$ cat config.mk
export PLATFORM = sky130hd
export DESIGN_NAME = hs_skid_reg
export DESIGN_NICKNAME = d
export VERILOG_FILES = /design/src/rtl/hs_pkg.sv /design/src/rtl/hs_skid_reg.sv
export SDC_FILE = /design/constraint.sdc
export NUM_CORES = 1
export LEC_CHECK = 0
export ABC_CLOCK_PERIOD_IN_PS = 3700
export CAP_MARGIN = 10
export CORE_MARGIN = 2
export CORE_UTILIZATION = 44
export DETAILED_ROUTE_END_ITERATION = 8
export DONT_BUFFER_PORTS = 1
export GPL_ROUTABILITY_DRIVEN = 0
export PLACE_DENSITY = 0.57
export SLEW_MARGIN = 20
export SYNTH_ARGS = -nofsm -noshare
export SYNTH_HDL_FRONTEND = slang
export SYNTH_SLANG_ARGS = --single-unit
$ cat constraint.sdc
create_clock -name clk -period 3.7 [get_ports clk]
set_clock_uncertainty 0.05 [all_clocks]
set_input_delay 0.555 -clock clk [delete_from_list [all_inputs] [get_ports clk]]
set_output_delay 0.555 -clock clk [all_outputs]
set_load 0.01 [all_outputs]
$ cat src/rtl/hs_pkg.sv
// Shared types and handshake helpers for valid/ready register stages.
// A transfer happens on a clock edge where both valid and ready are high.
package hs_pkg;

   typedef enum logic [1:0] {
      HS_EMPTY = 2'd0,
      HS_ONE   = 2'd1,
      HS_TWO   = 2'd2
   } hs_state_t;

   function automatic logic hs_in_xfer(input logic vld, input logic rd);
      return vld & rd;
   endfunction

   function automatic logic hs_out_xfer(input logic vld, input logic rd);
      return vld & rd;
   endfunction

endpackage

$ cat src/rtl/hs_skid_reg.sv
// Handshaked register stage with a one-entry skid buffer. Data, valid and ready
// are all driven from flops, so no combinational path crosses the stage.
module hs_skid_reg
   import hs_pkg::*;
#(
   parameter int DATA_WIDTH = 8
) (
   input  logic                  clk,
   input  logic                  rst,
   input  logic [DATA_WIDTH-1:0] din_data,
   input  logic                  din_vld,
   output logic                  din_rd,
   output logic [DATA_WIDTH-1:0] dout_data,
   output logic                  dout_vld,
   input  logic                  dout_rd
);

   hs_state_t             r_state;
   logic [DATA_WIDTH-1:0] r_main;
   logic [DATA_WIDTH-1:0] r_skid;

   hs_state_t             w_state_nxt;
   logic [DATA_WIDTH-1:0] w_main_nxt;
   logic [DATA_WIDTH-1:0] w_skid_nxt;
   logic                  w_din_rd;
   logic                  w_dout_vld;
   logic                  w_in;
   logic                  w_out;

   // Ready depends only on occupancy and reset, never on dout_rd.
   assign w_din_rd   = (r_state != HS_TWO) && !rst;
   assign w_dout_vld = (r_state != HS_EMPTY);
   assign w_in       = hs_in_xfer(din_vld, w_din_rd);
   assign w_out      = hs_out_xfer(w_dout_vld, dout_rd);

   assign din_rd    = w_din_rd;
   assign dout_vld  = w_dout_vld;
   assign dout_data = r_main;

   // Occupancy next-state and storage steering; din_data is only selected on a transfer.
   always_comb begin
      w_state_nxt = r_state;
      w_main_nxt  = r_main;
      w_skid_nxt  = r_skid;
      case (r_state)
         HS_EMPTY: begin
            if (w_in) begin
               w_main_nxt  = din_data;
               w_state_nxt = HS_ONE;
            end else begin
               w_state_nxt = HS_EMPTY;
            end
         end
         HS_ONE: begin
            if (w_in && w_out) begin
               w_main_nxt  = din_data;
               w_state_nxt = HS_ONE;
            end else if (w_in) begin
               w_skid_nxt  = din_data;
               w_state_nxt = HS_TWO;
            end else if (w_out) begin
               w_state_nxt = HS_EMPTY;
            end else begin
               w_state_nxt = HS_ONE;
            end
         end
         HS_TWO: begin
            // din_rd is low here, so the only event is a drain into main
            if (w_out) begin
               w_main_nxt  = r_skid;
               w_state_nxt = HS_ONE;
            end else begin
               w_state_nxt = HS_TWO;
            end
         end
         default: begin
            w_state_nxt = HS_EMPTY;
         end
      endcase
   end

   // All stage flops, synchronous active-high reset.
   always_ff @(posedge clk) begin
      if (rst) begin
         r_state <= HS_EMPTY;
         r_main  <= '0;
         r_skid  <= '0;
      end else begin
         r_state <= w_state_nxt;
         r_main  <= w_main_nxt;
         r_skid  <= w_skid_nxt;
      end
   end

endmodule
# Word-level counts from Yosys, hierarchy flattened
# Cells that the tools add are included.
totals:
  ff_bits: 18
  inputBits: 12
  out_inout_bits: 10
  word_cells: 30
op_classes:
  n_eq_ne: 6
  n_mux: 10
  n_bitwise: 3
  n_reduce_logical: 8
op_table:
  columns: ["operator", "count"]
  rows:
  - ["8-bit 2-to-1 mux", 3]
  - ["8-bit one-hot mux with 3 select lines", 1]
  - ["2-bit inequality test (second input constant)", 4]
  - ["2-bit 2-to-1 mux", 3]
  - ["2-bit one-hot mux with 3 select lines", 1]
  - ["4-bit AND reduction", 1]
  - ["3-bit AND reduction", 1]
  - ["3-bit nonzero test", 1]
  - ["1-bit AND", 2]
  - ["2-bit by 1-bit == test with 1-bit output (second input constant)", 1]
  - ["2-bit == test (second input constant)", 1]
  - ["1-bit logical AND", 2]
  - ["2-bit zero test", 1]
  - ["1-bit 2-to-1 mux", 2]
  - ["2-bit nonzero test", 1]
  - ["1-bit zero test", 1]
  - ["1-bit NOT", 1]

# Depth between registers and ports, before layout
# Gate-level depths: netlist (run 1).
logic_depth:
  word_depth: 6
  mapped_depth: 5
  ltp_nobuf: 3

# Worst setup path after synthesis (run 1)
# OpenSTA, ideal clock, no wires.
synth_path:
  kind: "input port to output port"
  startpoint: "input rst"
  endpoint: "output din_rd"
  arrival_ps: 1237
  required_ps: 3095
  slack_ps: 1858
  stages: 3
  n_path_buf: 1
  cell_sequence: "clkbuf_1 > clkinv_1 > and2_1"
synth_between:
  elab_chain_len: 2
synth_rtl:
  columns: ["item", "line", "source"]
  rows:
  - ["from (decl)", "hs_skid_reg.sv:9", "input logic rst,"]
  - ["1-bit zero test", "hs_skid_reg.sv:31", "assign w_din_rd = (r_state != HS_TWO) && !rst;"]
  - ["1-bit logical AND", "hs_skid_reg.sv:31", null]
  - ["to (decl)", "hs_skid_reg.sv:12", "output logic din_rd,"]
# Every way passes these cells.

# Worst setup path in the final report (run 1)
layout_path:
  startpoint: "register r_state[0]"
  endpoint: "output din_rd"
layout_between:
  elab_chain_len: 2
layout_rtl:
  columns: ["item", "line", "source"]
  rows:
  - ["from (decl)", "hs_skid_reg.sv:18", "hs_state_t r_state;"]
  - ["from (signal assigned)", "hs_skid_reg.sv:89", "r_state <= w_state_nxt;"]
  - ["2-bit inequality test", "hs_skid_reg.sv:31", null]
  - ["1-bit logical AND", "hs_skid_reg.sv:31", null]
# Every way passes these cells.

==> metrics.txt, run 1 <==
status finished clean; final setup vio count 0; initial antenna violation count 0; CTS tree done; Peak supply drop 0.253 mV; post-route ant nets 0; Pleak 0.338 nW; # clock sinks 18; DIE AREA approximately 2500 um2; pin count of the biggest net entering global routing 28; DRC violations left 0; final hold vios 0; GR Overflow Total 0; Hold-fix buffers, CTS 0; Mapped Area about 910 um2; Die W 49.6 um; kind of critical path register to primary output; reg2reg start r_state[0]; Req. time, crit path a little over 3 ns; fillers a little over 200; clk root buf clkbuf_4; initial cell density of the core 0.466; fin cells 115; Max Slew Vio Count 0; GRT Overall Usage 0.174; Inserted Diodes 0; CP startpoint r_state[0]; total number of vias 695; CTS buffer count 3; flop2flop setup slack between 2 and 2.5 ns; drt initial violations 12; Nets about 100; first-pass GRT wire length 3.21 mm; row count 16; Worst R2R End dout_data[1]; sequential fraction of the synthesis area 0.395; Slew Limit Headroom 0.473; slowest cell on the critical path nand2b_1; Pwr Density 406 nW/um2; CTS resizes 0; Reg area 360 um2; register clock-pin slew on the reported worst setup and hold paths 0.11 ns; core area between 1500 and 2000 um2; WL/cell 16.9 um; cell count along the critical path 2; Synth Register Bits 18; HPWL after DPL 1.31 mm; Post-Syn Nets about 110; vias per cell 6.04; Synth warnings 0; Clock Tree Buf Depth 2; Max stage delay on crit path 0.51 ns; cells along the critical path nand2b_1 > and2_1; hold path startpoint rst; Mapped Cells 93; delay-heaviest family, CP simple AND/OR/NAND/NOR gates; worst slew pin tran ~0.78 ns; Multi-input gate area 509 um2; CP Max Fanout 10; critical path endpoint din_rd; Clock Latency Late Sink around 0.3 ns; IO buf count 0; minimum clock period between 2 and 2.5 ns; R2R cell count 3; router iterations before antenna repair 4; post-placement cell count 111; type of element capturing the critical path primary output; unrepaired setup endpoints after global routing no; H-tree depth 1; post-synthesis cell type count 25; Avg Cell Area, Syn approximately 9.8 um2; FMAX between 0.4 and 0.5 GHz; DIE HEIGHT 49.6 um; TNS Setup 0 ns; period utilization 0.577; share of cells above drive strength 1 0.193; area grow syn2layout 3.29%; Routed Wire Length about 1.9 mm; Arrival @ worst endpoint 1.53 ns; Setup Buffers After CTS 0; Core Util, Final 0.481; MaxCap Viol Count 0; crit path launch type register; io pins 22; worst hold path type input port to register; Worst Path Buf+Inv 0; number of global-route vias before repair 663
flip-flops by register name, indices dropped and copies added, names as in the netlist:
| signal | cells |
|---|---|
| r_state | 2 |
| dout_data | 8 |
| r_skid | 8 |
power by group:
part | switching (W) | internal, W
Sequential | 0.0000113 | 0.000203
Clock | 0.0000632 | 0.0000600
Combinational | 0.0000238 | 0.0000213
Total | 0.0000983 | 0.000285
cells by family after synthesis:
| kind of cell | share of synthesized area |
|---|---|
| buffers and inverters | 0.0548 |
| AND/OR/NAND/NOR | 0.137 |
| AO/OA/AOI/OAI | 0.315 |
| multiplexers | 0.0986 |
| flip-flops | 0.395 |
final cells by class:
cell class | count | area share
clock buffers | 4 | 0.0385
inverters | 1 | 0.00398
multi-input cells | 65 | 0.540
flip-flops and latches | 18 | 0.382
well taps | 27 | 0.0358
placed cells by master (no fill, tap or decap):
master     count
nand2b_1       2
nand3_1        8
mux2i_1        9
and3b_1        1
o21a_1         1
and2_1         1
a211oi_1       1
a31o_4         1
nor4bb_2       1
dfxtp_1       18
nor2_2         1
clkbuf_4       3
nand2_1        1
clkinv_1       1
nor2_1         1
nand3b_1       1
clkbuf_8       1
or2_2          1
a211oi_2       8
or3b_2         1
a21oi_1        9
a311oi_1       8
nand4bb_1      1
o21ai_0        8
worst reg2reg max path, cell delays in order (launching register included):
cell and delay (ns):
dfxtp_1 0.46, nand2b_1 0.51, mux2i_1 0.34, a211oi_2 0.10
synthesized netlist by cell type (all sizes together):
cell,instances,share of area
dfxtp,18,0.39
a211oi,9,0.12
a21oi,9,0.049
mux2i,9,0.099
a311oi,8,0.077
nand3,8,0.044
o21ai,8,0.044
buf,5,0.034
clkbuf,4,0.016
nand2b,2,0.014
nor2,2,0.011
a31o,1,0.019
and2,1,0.0069
and3b,1,0.0096
clkinv,1,0.0041
nand2,1,0.0041
nand3b,1,0.0082
nand4bb,1,0.012
nor4bb,1,0.011
o21a,1,0.0082
or2,1,0.0069
or3b,1,0.0096
how the worst min path moves through the flow:
stage	to	cells after the start	slack (ns)
final	dout_data[2]	1	0.25
after global routing	dout_data[2]	1	0.21
after CTS	dout_data[2]	1	0.24
after detailed placement	r_skid[4]	2	0.41
after global placement	r_skid[5]	2	0.40
after floorplan	r_skid[0]	2	0.40
metrics by stage:
step                      hold WS (ns)  setup slack [ns]  total power (W)  area [um2]
after floorplan                  0.403              1.86         0.000262         913
after global placement           0.405              1.71         0.000265         901
after detailed placement         0.412              1.86         0.000265         907
after CTS                        0.244              1.53         0.000389         943
after global routing             0.214              1.40         0.000408         943
final                            0.250              1.57         0.000383         943
layer usage:
layer / track usage / vias up / wire (um)
met2: 0.256 / 18 / 914
met3: 0.0455 / 5 / 120
met1: 0.237 / 325 / 863
met4: 0.0833 / 0 / 42
met5: 0 / - / 0
li1: - / 347 / -
(Power assumes the default switching activity.)
==> run 2: changes to the inputs <==
Settings changed: ABC_CLOCK_PERIOD_IN_PS 3700 to 2100.
Clock period 3.7 ns to 2.1 ns, I/O delays scaled along.
==> run 2 against run 1 <==
Against the previous run:
- critical path depth unchanged
- global-route usage up 0.46 points
- clock power grew 38%
- register-to-register slack lost 1.6 ns
- critical endpoint unchanged
- die area unchanged
- via count is 1.4% lower
- cell count is 0.87% higher
- non-clock buffer count rose by 2
- hold slack lost 0.22 ns
==> metrics.txt, run 2 (synthesis results as in run 1) <==
status finished clean; initial cell density of the core 0.466; Nets 103; Pwr Density 670 nW/um2; Die W 49.6 um; R2R cell count 3; io pins 22; H-tree depth 1; number of cells on the worst hold path 1; Internal Power ~0.00046 W; share of power burned in registers 0.599; reg2reg start r_state[0]; Max Slew Vio Count 0; worst slew pin tran 0.553 ns; register clock-pin slew on the reported worst setup and hold paths 0.10 ns; NetSw 0.000166 W; post-placement cell count 112; CP startpoint r_state[0]; router iterations before antenna repair 4; type of element capturing the critical path primary output; Arrival @ worst endpoint 1.49 ns; Worst R2R End dout_data[7]; TNS Setup 0 ns; IO buf count 0; Pleak 0.340 nW; area grow syn2layout 3.01%; GRT Overall Usage 0.179; commonest cells after routing, fill and taps aside dfxtp_1, mux2i_1, a21oi_1; kind of critical path register to primary output; initial antenna violation count 0; core area 1960 um2; worst hold path type input port to register; # clock sinks 18; Gate power share 0.132; total number of vias between 600 and 700; post-route ant nets 0; crit path launch type register; commonest non-fill, non-tap cell in the layout dfxtp_1; drt initial violations 16; number of global-route vias before repair around 640; CTS buffer count 3; CTS tree done; fin cells 116; DRC violations left 0; Inserted Diodes 0; clock power share 0.269; first-pass GRT wire length 3.31 mm; unrepaired setup endpoints after global routing no; period utilization 0.883; Req. time, crit path 1.74 ns; MaxCap Viol Count 0; minimum clock period 1.86 ns; share of cells above drive strength 1 0.180; final setup vio count 0; Switching Share 0.264; hold path startpoint rst; GR Overflow Total 0; flop2flop setup slack 0.55 ns; Clock Latency Late Sink 0.28 ns; Slew Limit Headroom 0.631; row count 16; FMAX 0.539 GHz; Routed Wire Length 2.08 mm; final hold vios 0; vias per cell ~5.9; clk root buf clkbuf_4; DIE HEIGHT a little under 50 um; CP Max Fanout 10; fillers roughly 210; DIE AREA roughly 2500 um2; Peak supply drop 0.308 mV; HPWL after DPL roughly 1.4 mm; WHS Endpoint dout_data[7]; pin count of the biggest net entering global routing 28; CTS resizes 0; WL/cell 17.9 um; Clock Tree Buf Depth 2
## run 2: cell types whose count changed in the layout (fill, tap and decap cells not counted), sizes merged
cell / previous run / this run
buf: 0 / 1
clkbuf: 4 / 3
dlygate4sd3: 0 / 1
## run 2: area by class of cell
| class | count | area [um2] | area share |
|---|---|---|---|
| Tap cell | 27 | 33.8 | 0.0359 |
| Multi-Input combinational cell | 65 | 503 | 0.535 |
| Clock buffer | 3 | 22.5 | 0.0239 |
| Timing Repair Buffer | 2 | 17.5 | 0.0186 |
| Sequential cell | 18 | 360 | 0.383 |
| Inverter | 1 | 3.75 | 0.00399 |
## run 2: how the worst max path moves through the flow
| stage | to |
|---|---|
| 2_1_floorplan | din_rd |
| 3_3_place_gp | dout_data[7] |
| 3_5_place_dp | dout_data[7] |
| 4_1_cts | din_rd |
| 5_1_grt | din_rd |
| 6_report | din_rd |
## run 2: metrics by stage
step	utilization	hold WS [ns]	area (um2)	worst slack [ns]	total power, W
after floorplan	-	0.343	913	0.738	0.000462
after global placement	0.463	0.333	908	0.569	0.000466
after detailed placement	0.463	0.335	908	0.514	0.000467
after CTS	0.474	0.0134	931	0.205	0.000640
after global routing	0.480	0.00165	941	0.117	0.000667
final	0.480	0.0269	941	0.245	0.000630
## run 2: metal layers
layer	routed length [um]	track usage	share of wire
met4	0	0.0556	0
met5	0	0	0
met1	964	0.255	0.46
met2	971	0.247	0.47
met3	144	0.0697	0.069
## run 2: timing repair
item | in CTS | in global routing
setup buffers | 0 | 0
endpoints found under the hold margin | 0 | 2
hold buffers | 0 | 1
## run 2: power groups by stage
| stage | Combinational (W) | Clock [W] | Sequential (W) |
|---|---|---|---|
| CTS | 0.0000823 | 0.000180 | 0.000378 |
| finish | 0.0000829 | 0.000170 | 0.000378 |
| detailed placement | 0.0000817 | 0 | 0.000386 |
| global route | 0.0000919 | 0.000196 | 0.000380 |
| global placement | 0.0000802 | 0 | 0.000385 |
| floorplan | 0.0000811 | 0 | 0.000381 |
## run 2: worst max-delay path, cell delays in order, from the launching register on
cell      delay (ns)
dfxtp_1         0.45
nand2b_1        0.49
and2_1          0.26
